$ cat src/rtl/sum_scheduler_pkg.sv
// Shared types and helpers for the bit-serial adder scheduler.
package sum_scheduler_pkg;

    // Operation requested by a client; encodes which adder operand is negated.
    typedef enum logic [1:0] {
        OP_ADD    = 2'd0,
        OP_SUB_AB = 2'd1,
        OP_SUB_BA = 2'd2,
        OP_NEG    = 2'd3
    } op_t;

    // Frame FSM: whether the frame currently serializing carries a granted op.
    typedef enum logic {
        IDLE_FRAME = 1'b0,
        OP_FRAME   = 1'b1
    } frame_state_t;

    // Map an op to the adder's {minus_a, minus_b} controls.
    function automatic logic [1:0] op_to_minus(input op_t op);
        logic [1:0] m;
        case (op)
            OP_ADD:    m = 2'b00;
            OP_SUB_AB: m = 2'b01;
            OP_SUB_BA: m = 2'b10;
            default:   m = 2'b11;
        endcase
        return m;
    endfunction

endpackage

$ cat src/rtl/sum_scheduler_rr_arbiter.sv
// Round-robin arbiter: combinational one-hot grant starting at a registered
// pointer; the pointer moves past the winner only when advance_i is strobed.
module rr_arbiter
    import sum_scheduler_pkg::*;
#(
    parameter int N = 4
) (
    input  logic                 clk,
    input  logic                 rst,
    input  logic [N-1:0]         req_i,
    input  logic                 advance_i,
    output logic [N-1:0]         grant_o,
    output logic [$clog2(N)-1:0] grant_idx_o,
    output logic                 any_o
);

    localparam int IW = $clog2(N);
    localparam logic [IW:0] N_W = (IW+1)'(N);

    logic [IW-1:0] ptr_q, ptr_d;
    logic [IW:0]   cand;
    logic          found;

    // Search requests starting at the pointer, wrapping modulo N.
    always_comb begin
        found       = 1'b0;
        grant_idx_o = '0;
        grant_o     = '0;
        cand        = '0;
        for (int off = 0; off < N; off++) begin
            cand = {1'b0, ptr_q} + (IW+1)'(off);
            if (cand >= N_W) begin
                cand = cand - N_W;
            end
            if (!found && req_i[cand[IW-1:0]]) begin
                found       = 1'b1;
                grant_idx_o = cand[IW-1:0];
            end
        end
        if (found) begin
            grant_o[grant_idx_o] = 1'b1;
        end
        any_o = found;
    end

    // Next pointer: one past the winner on an accepted advance.
    always_comb begin
        ptr_d = ptr_q;
        if (advance_i && found) begin
            ptr_d = (grant_idx_o == IW'(N - 1)) ? '0 : grant_idx_o + IW'(1);
        end
    end

    // Pointer register.
    always_ff @(posedge clk or posedge rst) begin
        if (rst) begin
            ptr_q <= '0;
        end else begin
            ptr_q <= ptr_d;
        end
    end

endmodule

$ cat src/rtl/sum_scheduler.sv
// Sequencer for the shared bit-serial adder: produces bclk/lrclk framing,
// grants one adder frame per accepted request, serializes operands MSB first
// and returns the adder's parallel result to the requester one frame later.
module sum_scheduler
    import sum_scheduler_pkg::*;
#(
    parameter int W          = 32,
    parameter int N_REQ      = 4,
    parameter int CLK_DIV    = 2,
    parameter int FRAME_BITS = 34
) (
    input  logic                     clk,
    input  logic                     rst,
    input  logic [N_REQ-1:0]         req_valid,
    output logic [N_REQ-1:0]         req_ready,
    input  logic [2*N_REQ-1:0]       req_op,
    input  logic [W*N_REQ-1:0]       req_a,
    input  logic [W*N_REQ-1:0]       req_b,
    output logic                     bclk,
    output logic                     lrclk,
    output logic                     ser_a,
    output logic                     ser_b,
    output logic                     minus_a,
    output logic                     minus_b,
    input  logic [W-1:0]             sum_p,
    output logic                     rsp_valid,
    output logic [$clog2(N_REQ)-1:0] rsp_id,
    output logic [W-1:0]             rsp_data,
    output frame_state_t             frame_state
);

    localparam int IDW = $clog2(N_REQ);
    localparam int DW  = $clog2(CLK_DIV);
    localparam int SW  = $clog2(FRAME_BITS);

    // Frame must hold the W data bits plus the marker slot and result slot.
    if (FRAME_BITS < W + 2) begin : g_bad_frame
        $error("FRAME_BITS must be at least W+2");
    end
    if (CLK_DIV < 2) begin : g_bad_div
        $error("CLK_DIV must be at least 2");
    end
    if (N_REQ < 2) begin : g_bad_nreq
        $error("N_REQ must be at least 2");
    end

    // Handshake: a request is consumed on the clk where req_valid[i] and
    // req_ready[i] are both high; req_ready is a single-clk pulse issued only
    // on the frame-start clk, and operands are sampled on that same edge.

    logic [DW-1:0]   div_q, div_d;
    logic            bclk_q, bclk_d, bclk_fall;
    logic [SW-1:0]   slot_q, slot_d;
    logic            lrclk_q;
    logic            at_f0, at_f2, at_ser;

    frame_state_t    state_q, state_d;
    logic            op_frame;

    logic [N_REQ-1:0] arb_grant;
    logic [IDW-1:0]   arb_idx;
    logic             arb_any;

    logic [W-1:0]     sel_a, sel_b;
    op_t              sel_op;

    logic [N_REQ-1:0] ready_q;
    logic [W-1:0]     a_sh_q, b_sh_q;
    logic             ser_a_q, ser_b_q;
    logic             minus_a_q, minus_b_q;
    logic [IDW-1:0]   fly_id_q, pend_id_q;
    logic             pend_valid_q;
    logic             rsp_valid_q;
    logic [IDW-1:0]   rsp_id_q;
    logic [W-1:0]     rsp_data_q;

    // Bit-clock divider and slot counter next state; slot advances on bclk fall.
    always_comb begin
        div_d     = div_q + DW'(1);
        bclk_d    = bclk_q;
        bclk_fall = 1'b0;
        if (div_q == DW'(CLK_DIV - 1)) begin
            div_d     = '0;
            bclk_d    = ~bclk_q;
            bclk_fall = bclk_q;
        end
        slot_d = slot_q;
        if (bclk_fall) begin
            slot_d = (slot_q == SW'(FRAME_BITS - 1)) ? '0 : slot_q + SW'(1);
        end
        at_f0  = bclk_fall && (slot_q == '0);
        at_f2  = bclk_fall && (slot_q == SW'(2));
        at_ser = bclk_fall && (slot_q != '0) && (slot_q <= SW'(W));
    end

    // Timing registers: divider, bclk, slot index, frame marker.
    always_ff @(posedge clk or posedge rst) begin
        if (rst) begin
            div_q   <= '0;
            bclk_q  <= 1'b0;
            slot_q  <= '0;
            lrclk_q <= 1'b0;
        end else begin
            div_q  <= div_d;
            bclk_q <= bclk_d;
            slot_q <= slot_d;
            if (at_f0) begin
                lrclk_q <= ~lrclk_q;
            end
        end
    end

    rr_arbiter #(
        .N (N_REQ)
    ) u_arb (
        .clk         (clk),
        .rst         (rst),
        .req_i       (req_valid),
        .advance_i   (at_f0),
        .grant_o     (arb_grant),
        .grant_idx_o (arb_idx),
        .any_o       (arb_any)
    );

    // Operand/op mux for the current arbitration winner.
    always_comb begin
        sel_a  = '0;
        sel_b  = '0;
        sel_op = OP_ADD;
        for (int i = 0; i < N_REQ; i++) begin
            if (arb_idx == IDW'(i)) begin
                sel_a  = req_a[i*W +: W];
                sel_b  = req_b[i*W +: W];
                sel_op = op_t'(req_op[2*i +: 2]);
            end
        end
    end

    // Frame FSM state register.
    always_ff @(posedge clk or posedge rst) begin
        if (rst) begin
            state_q <= IDLE_FRAME;
        end else begin
            state_q <= state_d;
        end
    end

    // Frame FSM next state: decided once per frame at frame start.
    always_comb begin
        state_d = state_q;
        if (at_f0) begin
            state_d = arb_any ? OP_FRAME : IDLE_FRAME;
        end
    end

    // Frame FSM outputs.
    always_comb begin
        op_frame    = (state_q == OP_FRAME);
        frame_state = state_q;
    end

    // Operand latch, MSB-first shift-out and per-frame minus controls.
    always_ff @(posedge clk or posedge rst) begin
        if (rst) begin
            ready_q   <= '0;
            a_sh_q    <= '0;
            b_sh_q    <= '0;
            ser_a_q   <= 1'b0;
            ser_b_q   <= 1'b0;
            minus_a_q <= 1'b0;
            minus_b_q <= 1'b0;
        end else begin
            ready_q <= at_f0 ? arb_grant : '0;
            if (at_f0) begin
                a_sh_q                 <= arb_any ? sel_a : '0;
                b_sh_q                 <= arb_any ? sel_b : '0;
                ser_a_q                <= 1'b0;
                ser_b_q                <= 1'b0;
                {minus_a_q, minus_b_q} <= arb_any ? op_to_minus(sel_op) : 2'b00;
            end else if (at_ser) begin
                ser_a_q <= a_sh_q[W-1];
                ser_b_q <= b_sh_q[W-1];
                a_sh_q  <= {a_sh_q[W-2:0], 1'b0};
                b_sh_q  <= {b_sh_q[W-2:0], 1'b0};
            end else if (bclk_fall) begin
                ser_a_q <= 1'b0;
                ser_b_q <= 1'b0;
            end
        end
    end

    // Tag pipeline: serializing id moves to pending at frame start; the
    // pending result is returned at slot 2 of the following frame.
    always_ff @(posedge clk or posedge rst) begin
        if (rst) begin
            fly_id_q     <= '0;
            pend_id_q    <= '0;
            pend_valid_q <= 1'b0;
            rsp_valid_q  <= 1'b0;
            rsp_id_q     <= '0;
            rsp_data_q   <= '0;
        end else begin
            rsp_valid_q <= at_f2 && pend_valid_q;
            if (at_f0) begin
                fly_id_q     <= arb_idx;
                pend_id_q    <= fly_id_q;
                pend_valid_q <= op_frame;
            end else if (at_f2) begin
                pend_valid_q <= 1'b0;
            end
            if (at_f2 && pend_valid_q) begin
                rsp_id_q   <= pend_id_q;
                rsp_data_q <= sum_p;
            end
        end
    end

    assign req_ready = ready_q;
    assign bclk      = bclk_q;
    assign lrclk     = lrclk_q;
    assign ser_a     = ser_a_q;
    assign ser_b     = ser_b_q;
    assign minus_a   = minus_a_q;
    assign minus_b   = minus_b_q;
    assign rsp_valid = rsp_valid_q;
    assign rsp_id    = rsp_id_q;
    assign rsp_data  = rsp_data_q;

endmodule

$ cat config.mk
export PLATFORM = sky130hd
export DESIGN_NAME = sum_scheduler
export DESIGN_NICKNAME = d
export VERILOG_FILES = /design/src/rtl/sum_scheduler_pkg.sv /design/src/rtl/sum_scheduler_rr_arbiter.sv /design/src/rtl/sum_scheduler.sv
export SDC_FILE = /design/constraint.sdc
export NUM_CORES = 1
export LEC_CHECK = 0
export BUFFER_PORTS_ARGS = -buffer_cell sky130_fd_sc_hd__buf_2
export CELL_PAD_IN_SITES_DETAIL_PLACEMENT = 0
export CELL_PAD_IN_SITES_GLOBAL_PLACEMENT = 2
export CORE_AREA = 4 4 167 169
export DETAILED_ROUTE_END_ITERATION = 10
export DIE_AREA = 0 0 171 173
export PLACE_DENSITY_LB_ADDON = 0.1
export SLEW_MARGIN = 20
export SYNTH_ARGS = -nofsm -noshare
export SYNTH_HDL_FRONTEND = slang
export SYNTH_SLANG_ARGS = --single-unit
export TNS_END_PERCENT = 1
$ cat constraint.sdc
create_clock -name clk -period 10.7 [get_ports clk]
set_input_delay 1.605 -clock clk [delete_from_list [all_inputs] [get_ports clk]]
set_output_delay 1.605 -clock clk [all_outputs]
set_load 0.01 [all_outputs]
==> flow_metrics.py, run 1 <==
metrics = {
    "status": {
        "status": "complete, no violations",
    },
    "logic_synthesis": {
        "synth.avg_cell_area_um2": 8.61,
        "synth_top_cells_by_count": "nand2_1, dfrtp_1, nor2_1",
        "synth-seq-area-share_pct": 42.7,
        "yosysUniqueCellTypes": 38,
        "synth_most_common_cell": "nand2_1",
        "yosys.area.top_type": "dfrtp_1",
        "synth_area_leaders": "dfrtp_1, nand2_1, o2111ai_1, o211ai_1, mux2_2",
        "synth_edf_count": 0,
        "synthFlopType": "dfrtp_1",
        "ys_warn_count": 0,
        "synth_nets": 1153,
        "synth-async-reset-ratio_pct": 100,
        "synth-seq-cells": 124,
        "syn_area_mm2": 0.00726,
        "syn_inst": 843,
        "synth_top_area_share_pct": 42.7,
    },
    "power": {
        "pwr-share-seq_pct": 36.5,
        "clkPwrFrac_pct": 38.0,
        "switching_share_pct": 34.2,
        "irDropWorstVdd_v": 0.0000984,
        "p_per_area_mw_per_mm2": 152,
        "power_mw": 1.49,
        "internal-power_mw": 0.978,
        "pwr-share-comb_pct": 25.5,
        "switchingPower_mw": 0.508,
        "p_leak_nw": 4.37,
    },
    "clock_network": {
        "clkSlewWorstSetupHoldPaths_ns": 0.07,
        "hold_buffers": 0,
        "cts.sinks": 124,
        "clk_latency_ns": 0.42,
        "clk_path_buf_depth": 2,
        "ctsResizeCount": 0,
        "clock-root-buffer": "clkbuf_16",
        "cts_made_buffers": 17,
        "cts_tree": "done",
        "htreeDepth": 4,
        "postCtsSetupBuffers": 0,
    },
    "floorplanning": {
        "start_util_pct": 27.3,
        "num_rows": 60,
        "core_mm2": 0.0266,
        "die_h_um": 173,
        "dieArea_mm2": 0.0296,
        "ios": 348,
        "die_x_um": 171,
    },
    "setup_path": {
        "worstPathMaxFanout": 32,
        "slowest_delay_ns": 0.70,
        "crit_buf_inv": 3,
        "crit_required_ns": 11.04,
        "crit_type": "input port to flip-flop",
        "worstPathCellList": "buf_2 > mux2i_1 > nor2_1 > nor3_1 > inv_1 > ha_1 > nand2b_2 > buf_4 > o2111ai_1 > a31oi_1",
        "worstPathArrival_ns": 4.79,
        "path_delay_family": "simple AND/OR/NAND/NOR gates",
        "start_kind": "input port",
        "critical_path.slowest_cell": "nand2b_2",
        "worst_setup_path_end_kind": "flip-flop",
    },
    "timing": {
        "hold_slack_ns": 0.471,
        "tns_ns": 0,
        "drv_slew": 0,
        "rsz0062_at_grt": "false",
        "setup_violations": 0,
        "post-route-period-util_pct": 41.6,
        "clock_skew_ns": 0.0117,
        "tightest_slew_ns": 0.872,
        "max-slew-margin-rel_pct": 41.9,
        "hold_violations": 0,
        "timing.fmax_mhz": 225,
        "fin_crit_ns": 4.45,
    },
    "route": {
        "routed_wl_um": 27600,
        "drtPass1Iterations": 5,
        "via_count": 7275,
        "ant_nets": 0,
        "post_drt_wl_per_cell_um": 18.4,
        "viasPerCell": 4.86,
        "drc": 0,
        "drt_iter0_drc": 284,
    },
    "placed_design": {
        "place_hpwl_um": 19700,
        "numPortBuffers": 347,
        "place_inst": 1465,
        "place.gp.congestion": 0.767,
    },
    "global_route": {
        "grt_pass1_wl_um": 42200,
        "grt_pass1_vias": 7480,
        "track_usage_pct": 18.2,
        "grt_start_max_net_pins": 78,
        "grt_overflow": 0,
        "grt_antenna_before_repair": 8,
    },
    "cells_and_area": {
        "nNetsFinal": 1453,
        "nFillCells": 2840,
        "instances_no_fill": 1498,
        "drive_gt1_share_pct": 37.9,
        "area_growth_syn_to_layout_pct": 34.9,
    },
    "min_path": {
        "hp-class": "flip-flop to flip-flop",
    },
    "run": {
        "max_cap_violations": 0,
    },
}
[area by class of cell]
type,instances,area [µm²],area share [%]
Inverter,12,50.0,0.511
Clock inverter,15,146,1.49
Timing Repair Buffer,359,1830,18.6
Multi-Input combinational cell,629,3820,39.0
Antenna cell,1,2.50,0.0255
Sequential cell,124,3100,31.7
Tap cell,341,427,4.35
Clock buffer,17,425,4.34
[per-layer routing]
layer / global-route usage, % / vias to the layer above / part of all wire (%)
li1: - / 3623 / -
met1: 22.9 / 3345 / 43
met2: 30.6 / 258 / 47
met3: 5.44 / 35 / 8.0
met4: 4.42 / 14 / 1.4
met5: 0 / - / 0.31
[state kept, by name (all words and copies together), names as in the netlist]
name          count
b_sh_q           32
pend_valid_q      1
req_ready         4
slot_q            6
div_q             1
frame_state       1
u_arb.ptr_q       2
minus_b           1
minus_a           1
ser_b             1
a_sh_q           32
pend_id_q         2
fly_id_q          2
bclk              1
rsp_id            2
lrclk             1
ser_a             1
rsp_data         32
rsp_valid         1
[path summary, 6_finish.rpt]
path                                 from            to  slack [ns]  cells after the start
max                          req_valid[2]    a_sh_q[15]        6.25                     10
min                           fly_id_q[0]  pend_id_q[0]        0.47                      2
max reg2reg                u_arb.ptr_q[1]    a_sh_q[15]        7.05                      9
min reg2reg                   fly_id_q[0]  pend_id_q[0]        0.47                      2
max in group asynchronous             rst    b_sh_q[31]        8.19                      3
min in group asynchronous             rst  rsp_data[11]        1.32                      2
[kinds of logic after synthesis]
group	count (synthesis)	share of synthesized area, %
fa+ha+maj	8	1.38
flops	124	42.7
buf+inv	90	5.32
xor+xnor	8	0.965
compound gates	220	22.2
simple gates	355	21.5
mux	38	5.88
[metrics by stage]
step                util, %  cell area, µm²  worst slack, ns
detailed placement     34.7            9220             5.77
CTS                    36.9            9800             6.19
global route           36.9            9800             5.83
global placement       34.7            9220             5.78
finish                 36.9            9800             6.25
floorplan                 -            7260             5.80
[layout by cell type, fill, tap and decap left out, types with 2 or more instances in the layout]
cell type / netlist / layout
buf_4: 0 / 12
inv_8: 0 / 4
clkinvlp_4: 0 / 2
and2_1: 5 / 5
ha_1: 8 / 5
nor2b_1: 2 / 2
dfrtp_1: 124 / 124
clkbuf_16: 0 / 17
buf_2: 3 / 347
inv_6: 0 / 7
o21ai_0: 9 / 9
nand2b_1: 63 / 62
nand2_1: 203 / 203
xor2_1: 3 / 3
inv_1: 12 / 11
nor3_1: 3 / 3
ha_4: 0 / 2
xnor2_1: 5 / 5
a221o_1: 3 / 3
a21oi_1: 14 / 14
o2111ai_1: 61 / 61
nand4_1: 2 / 2
o211ai_1: 59 / 59
clkinv_4: 0 / 2
a22o_1: 8 / 8
nor2_1: 69 / 68
a31oi_1: 61 / 61
mux2_2: 37 / 37
[power groups by stage]
stage / sequential [mW] / combinational, mW / clock, mW
2_1_floorplan: 0.552 / 0.235 / 0
3_3_place_gp: 0.551 / 0.396 / 0
3_5_place_dp: 0.552 / 0.390 / 0
4_1_cts: 0.544 / 0.391 / 0.586
5_1_grt: 0.549 / 0.434 / 0.608
6_report: 0.543 / 0.378 / 0.565
[worst reg2reg max path, stage by stage (launching register included)]
cell and delay, ns:
dfrtp_1 0.44, mux2i_1 0.20, nor2_1 0.05, nor3_1 0.68, inv_1 0.15, ha_1 0.48, nand2b_2 0.71, buf_4 0.49
o2111ai_1 0.18, a31oi_1 0.20
Note: power is estimated with default switching activity, not from simulation.
==> inputs of run 2 (changes only) <==
--- a/config.mk
+++ b/config.mk
@@ -5,12 +5,13 @@
 export SDC_FILE = /design/constraint.sdc
 export NUM_CORES = 1
 export LEC_CHECK = 0
+export ABC_AREA = 1
 export BUFFER_PORTS_ARGS = -buffer_cell sky130_fd_sc_hd__buf_2
 export CELL_PAD_IN_SITES_DETAIL_PLACEMENT = 0
 export CELL_PAD_IN_SITES_GLOBAL_PLACEMENT = 2
-export CORE_AREA = 4 4 167 169
+export CORE_AREA = 4 4 193 195
 export DETAILED_ROUTE_END_ITERATION = 10
-export DIE_AREA = 0 0 171 173
+export DIE_AREA = 0 0 197 199
 export PLACE_DENSITY_LB_ADDON = 0.1
 export SLEW_MARGIN = 20
 export SYNTH_ARGS = -nofsm -noshare
==> constraint.sdc (replaced) <==
create_clock -name clk -period 3.7 [get_ports clk]
set_input_delay 0.555 -clock clk [delete_from_list [all_inputs] [get_ports clk]]
set_output_delay 0.555 -clock clk [all_outputs]
set_load 0.01 [all_outputs]
==> flow_metrics.py, run 2 <==
metrics = {
    "status": {
        "status": "complete, no violations",
    },
    "min_path": {
        "hp-class": "input port to async pin",
    },
    "timing": {
        "post-route-period-util_pct": 82.1,
        "tns_ns": 0,
        "fin_crit_ns": 3.04,
        "setup_slack_ns": 0.663,
        "clock_skew_ns": 0.0113,
        "rsz0062_at_grt": "false",
        "drv_slew": 0,
        "max-slew-margin-rel_pct": 47.5,
        "tightest_slew_ns": 0.787,
        "setup_violations": 0,
        "timing.fmax_mhz": 329,
        "hold_violations": 0,
    },
    "clock_network": {
        "cts_tree": "done",
        "clk_latency_ns": 0.43,
        "ctsResizeCount": 0,
        "clk_path_buf_depth": 2,
        "postCtsSetupBuffers": 0,
        "cts.sinks": 124,
        "hold_buffers": 0,
        "clock-root-buffer": "clkbuf_16",
        "clkSlewWorstSetupHoldPaths_ns": 0.06,
        "cts_made_buffers": 17,
        "htreeDepth": 4,
    },
    "global_route": {
        "grt_start_max_net_pins": 125,
        "track_usage_pct": 16.3,
        "grt_overflow": 0,
        "grt_antenna_before_repair": 6,
        "grt_pass1_vias": 8885,
        "grt_pass1_wl_um": 50300,
    },
    "logic_synthesis": {
        "synth_top_area_share_pct": 40.3,
        "synth_nets": 1419,
        "syn_area_mm2": 0.00770,
        "synthFlopType": "dfrtp_1",
        "yosysUniqueCellTypes": 33,
        "synth_edf_count": 0,
        "synth.avg_cell_area_um2": 6.94,
        "synth-seq-cells": 124,
        "synth-seq-area-share_pct": 40.3,
        "syn_inst": 1109,
        "synth_most_common_cell": "nand2_1",
        "ys_warn_count": 0,
        "synth_top_cells_by_count": "nand2_1, a21oi_1, dfrtp_1",
        "synth_area_leaders": "dfrtp_1, nand2_1, a21oi_1, o211ai_1, nand3_1",
        "synth-async-reset-ratio_pct": 100,
        "yosys.area.top_type": "dfrtp_1",
    },
    "cells_and_area": {
        "final_common_cell": "nand2_1",
        "drive_gt1_share_pct": 29.7,
        "nNetsFinal": 1719,
        "final_cell_mix": "nand2_1, buf_2, a21oi_1",
        "area_growth_syn_to_layout_pct": 35.4,
        "antennaDiodeCount": 0,
    },
    "power": {
        "irDropWorstVdd_v": 0.000245,
        "power_mw": 5.09,
        "p_leak_nw": 5.35,
        "p_per_area_mw_per_mm2": 488,
    },
    "setup_path": {
        "worstPathArrival_ns": 3.38,
        "worstReg2RegStart": "u_arb.ptr_q[0]",
        "worstPathMaxFanout": 57,
        "start_kind": "flip-flop",
        "path_delay_family": "simple AND/OR/NAND/NOR gates",
        "crit_buf_inv": 3,
        "slowest_delay_ns": 0.54,
        "cp.depth": 18,
        "cp_common_cell": "nand2_1",
        "crit_start": "u_arb.ptr_q[0]",
        "worst_r2r_path_depth": 18,
        "critical_path.slowest_cell": "dfrtp_1",
        "crit_type": "flip-flop to flip-flop",
        "crit_required_ns": 4.04,
        "worstPathCellList": "inv_4 > nand2_1 > nand2_1 > nand2_1 > nand2_2 > nor2_4 > nand4_1 > nand2_1 > ha_1 > inv_1 > nor2_4 > buf_12 > nand2_1 > nand2_1 > o211ai_1 > nand2_1 > nand3_1 > a21oi_1",
        "worst_setup_path_end_kind": "flip-flop",
    },
    "route": {
        "ant_nets": 0,
        "drt_iter0_drc": 356,
        "drtPass1Iterations": 6,
        "drc": 0,
        "via_count": 8433,
        "routed_wl_um": 32700,
        "viasPerCell": 4.48,
        "post_drt_wl_per_cell_um": 17.3,
    },
    "floorplanning": {
        "start_util_pct": 21.7,
        "core_mm2": 0.0354,
        "dieArea_mm2": 0.0392,
        "die_h_um": 199,
        "die_x_um": 197,
        "num_rows": 69,
        "ios": 348,
    },
    "placed_design": {
        "place_hpwl_um": 23000,
        "place.gp.congestion": 0.783,
        "pre_cts_slack_ns": 0.572,
        "numPortBuffers": 347,
    },
    "run": {
        "max_cap_violations": 0,
    },
}
-- run 2: changes by cell type in the layout (fill, tap and decap cells not counted), moves of 60 or more --
cell       change
a31oi_1       -60
nand3_1       +76
nand2b_1      -62
a21oi_1      +180
o2111ai_1     -61
nand2_1      +210
-- run 2: report_power, final --
group	leakage, nW	internal, mW	total (mW)	switching [mW]
Clock	0.279	0.947	1.67	0.726
Combinational	3.54	0.693	1.90	1.21
Sequential	1.53	1.45	1.51	0.0580
-- run 2: layer usage --
metal / wire length [µm] / vias to the layer above / part of all wire, % / GRT usage, %
li1: - / 4301 / - / -
met1: 14800 / 3853 / 45 / 21.3
met2: 15500 / 236 / 47 / 27.2
met3: 1920 / 31 / 5.9 / 4.27
met4: 363 / 12 / 1.1 / 3.57
met5: 75 / - / 0.23 / 0
-- run 2: metrics by stage --
step / instance area (µm²) / hold WS (ns) / cells / utilization, %
floorplan: 7700 / 0.436 / 1109 / -
global placement: 9850 / 0.452 / 1851 / 27.8
detailed placement: 9850 / 0.460 / 1851 / 27.8
CTS: 10400 / 0.293 / 1883 / 29.5
global route: 10400 / 0.306 / 1883 / 29.5
finish: 10400 / 0.279 / 1883 / 29.5
-- run 2: worst paths after layout --
check | to | slack, ns
setup / recovery | a_sh_q[22] | 0.66
hold / removal | rsp_data[13] | 0.28
setup reg to reg | a_sh_q[22] | 0.66
hold reg to reg | lrclk | 0.46
max in group asynchronous | a_sh_q[12] | 2.81
min in group clk | rsp_data[14] | 0.32
-- run 2: area by class of cell --
cell class,instances,area (µm²)
clock inverter,15,151
inverter,31,123
fill,4017,25000
tap,461,577
multi-input combinational,871,4080
clock buffer,17,425
timing repair buffer,364,1960
sequential,124,3100
-- run 2: cells by family after synthesis --
logic type | count (synthesis) | synth area share, %
and+or+nand+nor | 587 | 31.1
AOI/OAI and AO/OA | 274 | 20.0
DFF | 124 | 40.3
buffers and inverters | 114 | 7.09
adders and majority gates | 8 | 1.30
xor gates and xnor gates | 2 | 0.228
-- run 2: tightest hold or removal path: stages --
cell	delay, ns
buf_2	0.11
clkinvlp_4	0.07
buf_12	0.45
==> inputs of run 3 (changes only) <==
--- a/config.mk
+++ b/config.mk
@@ -9,9 +9,9 @@
 export BUFFER_PORTS_ARGS = -buffer_cell sky130_fd_sc_hd__buf_2
 export CELL_PAD_IN_SITES_DETAIL_PLACEMENT = 0
 export CELL_PAD_IN_SITES_GLOBAL_PLACEMENT = 2
-export CORE_AREA = 4 4 193 195
+export CORE_AREA = 4 4 185 187
 export DETAILED_ROUTE_END_ITERATION = 10
-export DIE_AREA = 0 0 197 199
+export DIE_AREA = 0 0 189 191
 export PLACE_DENSITY_LB_ADDON = 0.1
 export SLEW_MARGIN = 20
 export SYNTH_ARGS = -nofsm -noshare
==> constraint.sdc (replaced) <==
create_clock -name clk -period 3 [get_ports clk]
set_input_delay 0.45 -clock clk [delete_from_list [all_inputs] [get_ports clk]]
set_output_delay 0.45 -clock clk [all_outputs]
set_load 0.01 [all_outputs]
==> flow_metrics.py, run 3 (synthesis gave the netlist of run 2 again) <==
metrics = {
    "status": {
        "status": "complete, no violations",
    },
    "power": {
        "pwr-share-comb_pct": 40.3,
        "switching_share_pct": 38.6,
        "pwr-share-seq_pct": 27.8,
        "p_per_area_mw_per_mm2": 618,
        "internal-power_mw": 4.10,
        "switchingPower_mw": 2.57,
        "p_leak_nw": 5.51,
        "irDropWorstVdd_v": 0.000305,
        "clkPwrFrac_pct": 31.9,
    },
    "setup_path": {
        "worst_r2r_path_depth": 16,
        "crit_type": "flip-flop to flip-flop",
        "timing.rr.end": "a_sh_q[27]",
        "start_kind": "flip-flop",
        "r2r_setup_slack_ns": 0.21,
        "worstReg2RegStart": "u_arb.ptr_q[0]",
        "worstPathMaxFanout": 24,
        "crit_required_ns": 3.33,
        "worst_setup_path_end_kind": "flip-flop",
        "worstPathArrival_ns": 3.13,
    },
    "global_route": {
        "track_usage_pct": 17.4,
        "grt_antenna_before_repair": 6,
        "grt_overflow": 0,
        "grt_pass1_vias": 8861,
        "grt_start_max_net_pins": 65,
        "grt_pass1_wl_um": 50000,
    },
    "route": {
        "via_count": 8612,
        "drc": 0,
        "drt-met1-wl_um": 14900,
        "drt_iter0_drc": 419,
        "ant_nets": 0,
        "drtPass1Iterations": 4,
        "viasPerCell": 4.55,
        "routed_wl_um": 33300,
        "wl_met3_um": 1710,
        "post_drt_wl_per_cell_um": 17.6,
        "highest_layer": "met5",
        "route.met2.wl_um": 16100,
    },
    "timing": {
        "tightest_slew_ns": 0.770,
        "setup_violations": 0,
        "hold_violations": 0,
        "max-slew-margin-rel_pct": 48.6,
        "setup_slack_ns": 0.205,
        "post-route-period-util_pct": 93.2,
        "fin_crit_ns": 2.79,
        "timing.fmax_mhz": 358,
        "rsz0062_at_grt": "true",
        "clock_skew_ns": 0.00984,
        "hold_slack_ns": 0.0559,
        "tns_ns": 0,
        "drv_slew": 0,
    },
    "cells_and_area": {
        "final_cell_mix": "nand2_1, buf_2, a21oi_1",
        "area_growth_syn_to_layout_pct": 40.2,
        "final_common_cell": "nand2_1",
        "drive_gt1_share_pct": 31.7,
        "nNetsFinal": 1743,
    },
    "clock_network": {
        "cts.sinks": 124,
        "cts_tree": "done",
        "hold_buffers": 0,
        "htreeDepth": 4,
        "cts_made_buffers": 17,
        "clkSlewWorstSetupHoldPaths_ns": 0.06,
        "clk_latency_ns": 0.41,
        "clk_path_buf_depth": 2,
        "clock-root-buffer": "clkbuf_16",
    },
    "floorplanning": {
        "num_rows": 66,
        "ios": 348,
        "dieArea_mm2": 0.0361,
        "die_x_um": 189,
        "die_h_um": 191,
        "core_mm2": 0.0325,
        "start_util_pct": 23.7,
    },
    "placed_design": {
        "numPortBuffers": 347,
        "pre_cts_slack_ns": 0.0917,
        "place_hpwl_um": 23600,
        "place.gp.congestion": 0.796,
    },
    "run": {
        "max_cap_violations": 0,
    },
    "min_path": {
        "hp-class": "input port to async pin",
    },
}
run 3: cell count changes in the layout (fill, tap and decap cells not counted), sizes merged:
cell,change
buf,+20
bufinv,+1
clkbuf,+4
clkinv,-5
clkinvlp,+2
diode,+5
inv,+2
run 3: critical path, cell delays in order, from the launching register on:
cell and delay (ns):
dfrtp_2 0.45, buf_4 0.17, nand2_1 0.05, nand2_1 0.10, nand2_2 0.10, nand2_2 0.06, nor2_4 0.12, nand4_1 0.14
nand2_2 0.17, inv_1 0.11, ha_4 0.21, inv_2 0.20, buf_12 0.21, o211ai_1 0.13, a21oi_1 0.19, nand3_1 0.10
a21oi_1 0.16
run 3: worst max path at each step:
stage / startpoint / slack, ns / cells past startpoint / end
finish: u_arb.ptr_q[0] / 0.21 / 16 / a_sh_q[27]
global route: u_arb.ptr_q[0] / -0.009 / 16 / b_sh_q[31]
CTS: u_arb.ptr_q[0] / 0.06 / 16 / b_sh_q[31]
detailed placement: u_arb.ptr_q[0] / 0.09 / 16 / b_sh_q[21]
global placement: u_arb.ptr_q[0] / 0.14 / 18 / a_sh_q[20]
floorplan: u_arb.ptr_q[0] / 0.45 / 20 / a_sh_q[10]
run 3: through the flow:
step	cells	cell area [µm²]	power [mW]	utilization (%)
floorplan	1109	7700	3.40	-
global placement	1847	9940	4.40	30.6
detailed placement	1847	9940	4.39	30.6
CTS	1879	10500	6.58	32.5
global route	1891	10800	7.18	33.2
finish	1893	10800	6.68	33.3
run 3: what timing repair did:
action                     CTS  global route
gates resized for setup      0            26
buffers inserted             0             5
setup endpoints to repair    0            63
run 3: routing by layer:
layer / global-route usage (%) / up-vias
li1: - / 4345
met1: 22.8 / 3993
met2: 29.4 / 242
met5: 0 / -
met4: 4.06 / 4
met3: 3.89 / 28
run 3: power by group through the flow:
stage	sequential, mW	combinational (mW)	clock, mW
2_1_floorplan	1.89	1.51	0
3_3_place_gp	1.89	2.52	0
3_5_place_dp	1.89	2.50	0
4_1_cts	1.86	2.52	2.21
5_1_grt	1.87	3.04	2.28
6_report	1.86	2.69	2.13
run 3: cell type report:
class,count,area [µm²]
fill,3633,21700
inverter,31,126
clock inverter,15,173
clock buffer,17,425
antenna,5,12.5
timing repair buffer,388,2260
tap,442,553
multi-input combinational,871,4140
sequential,124,3100
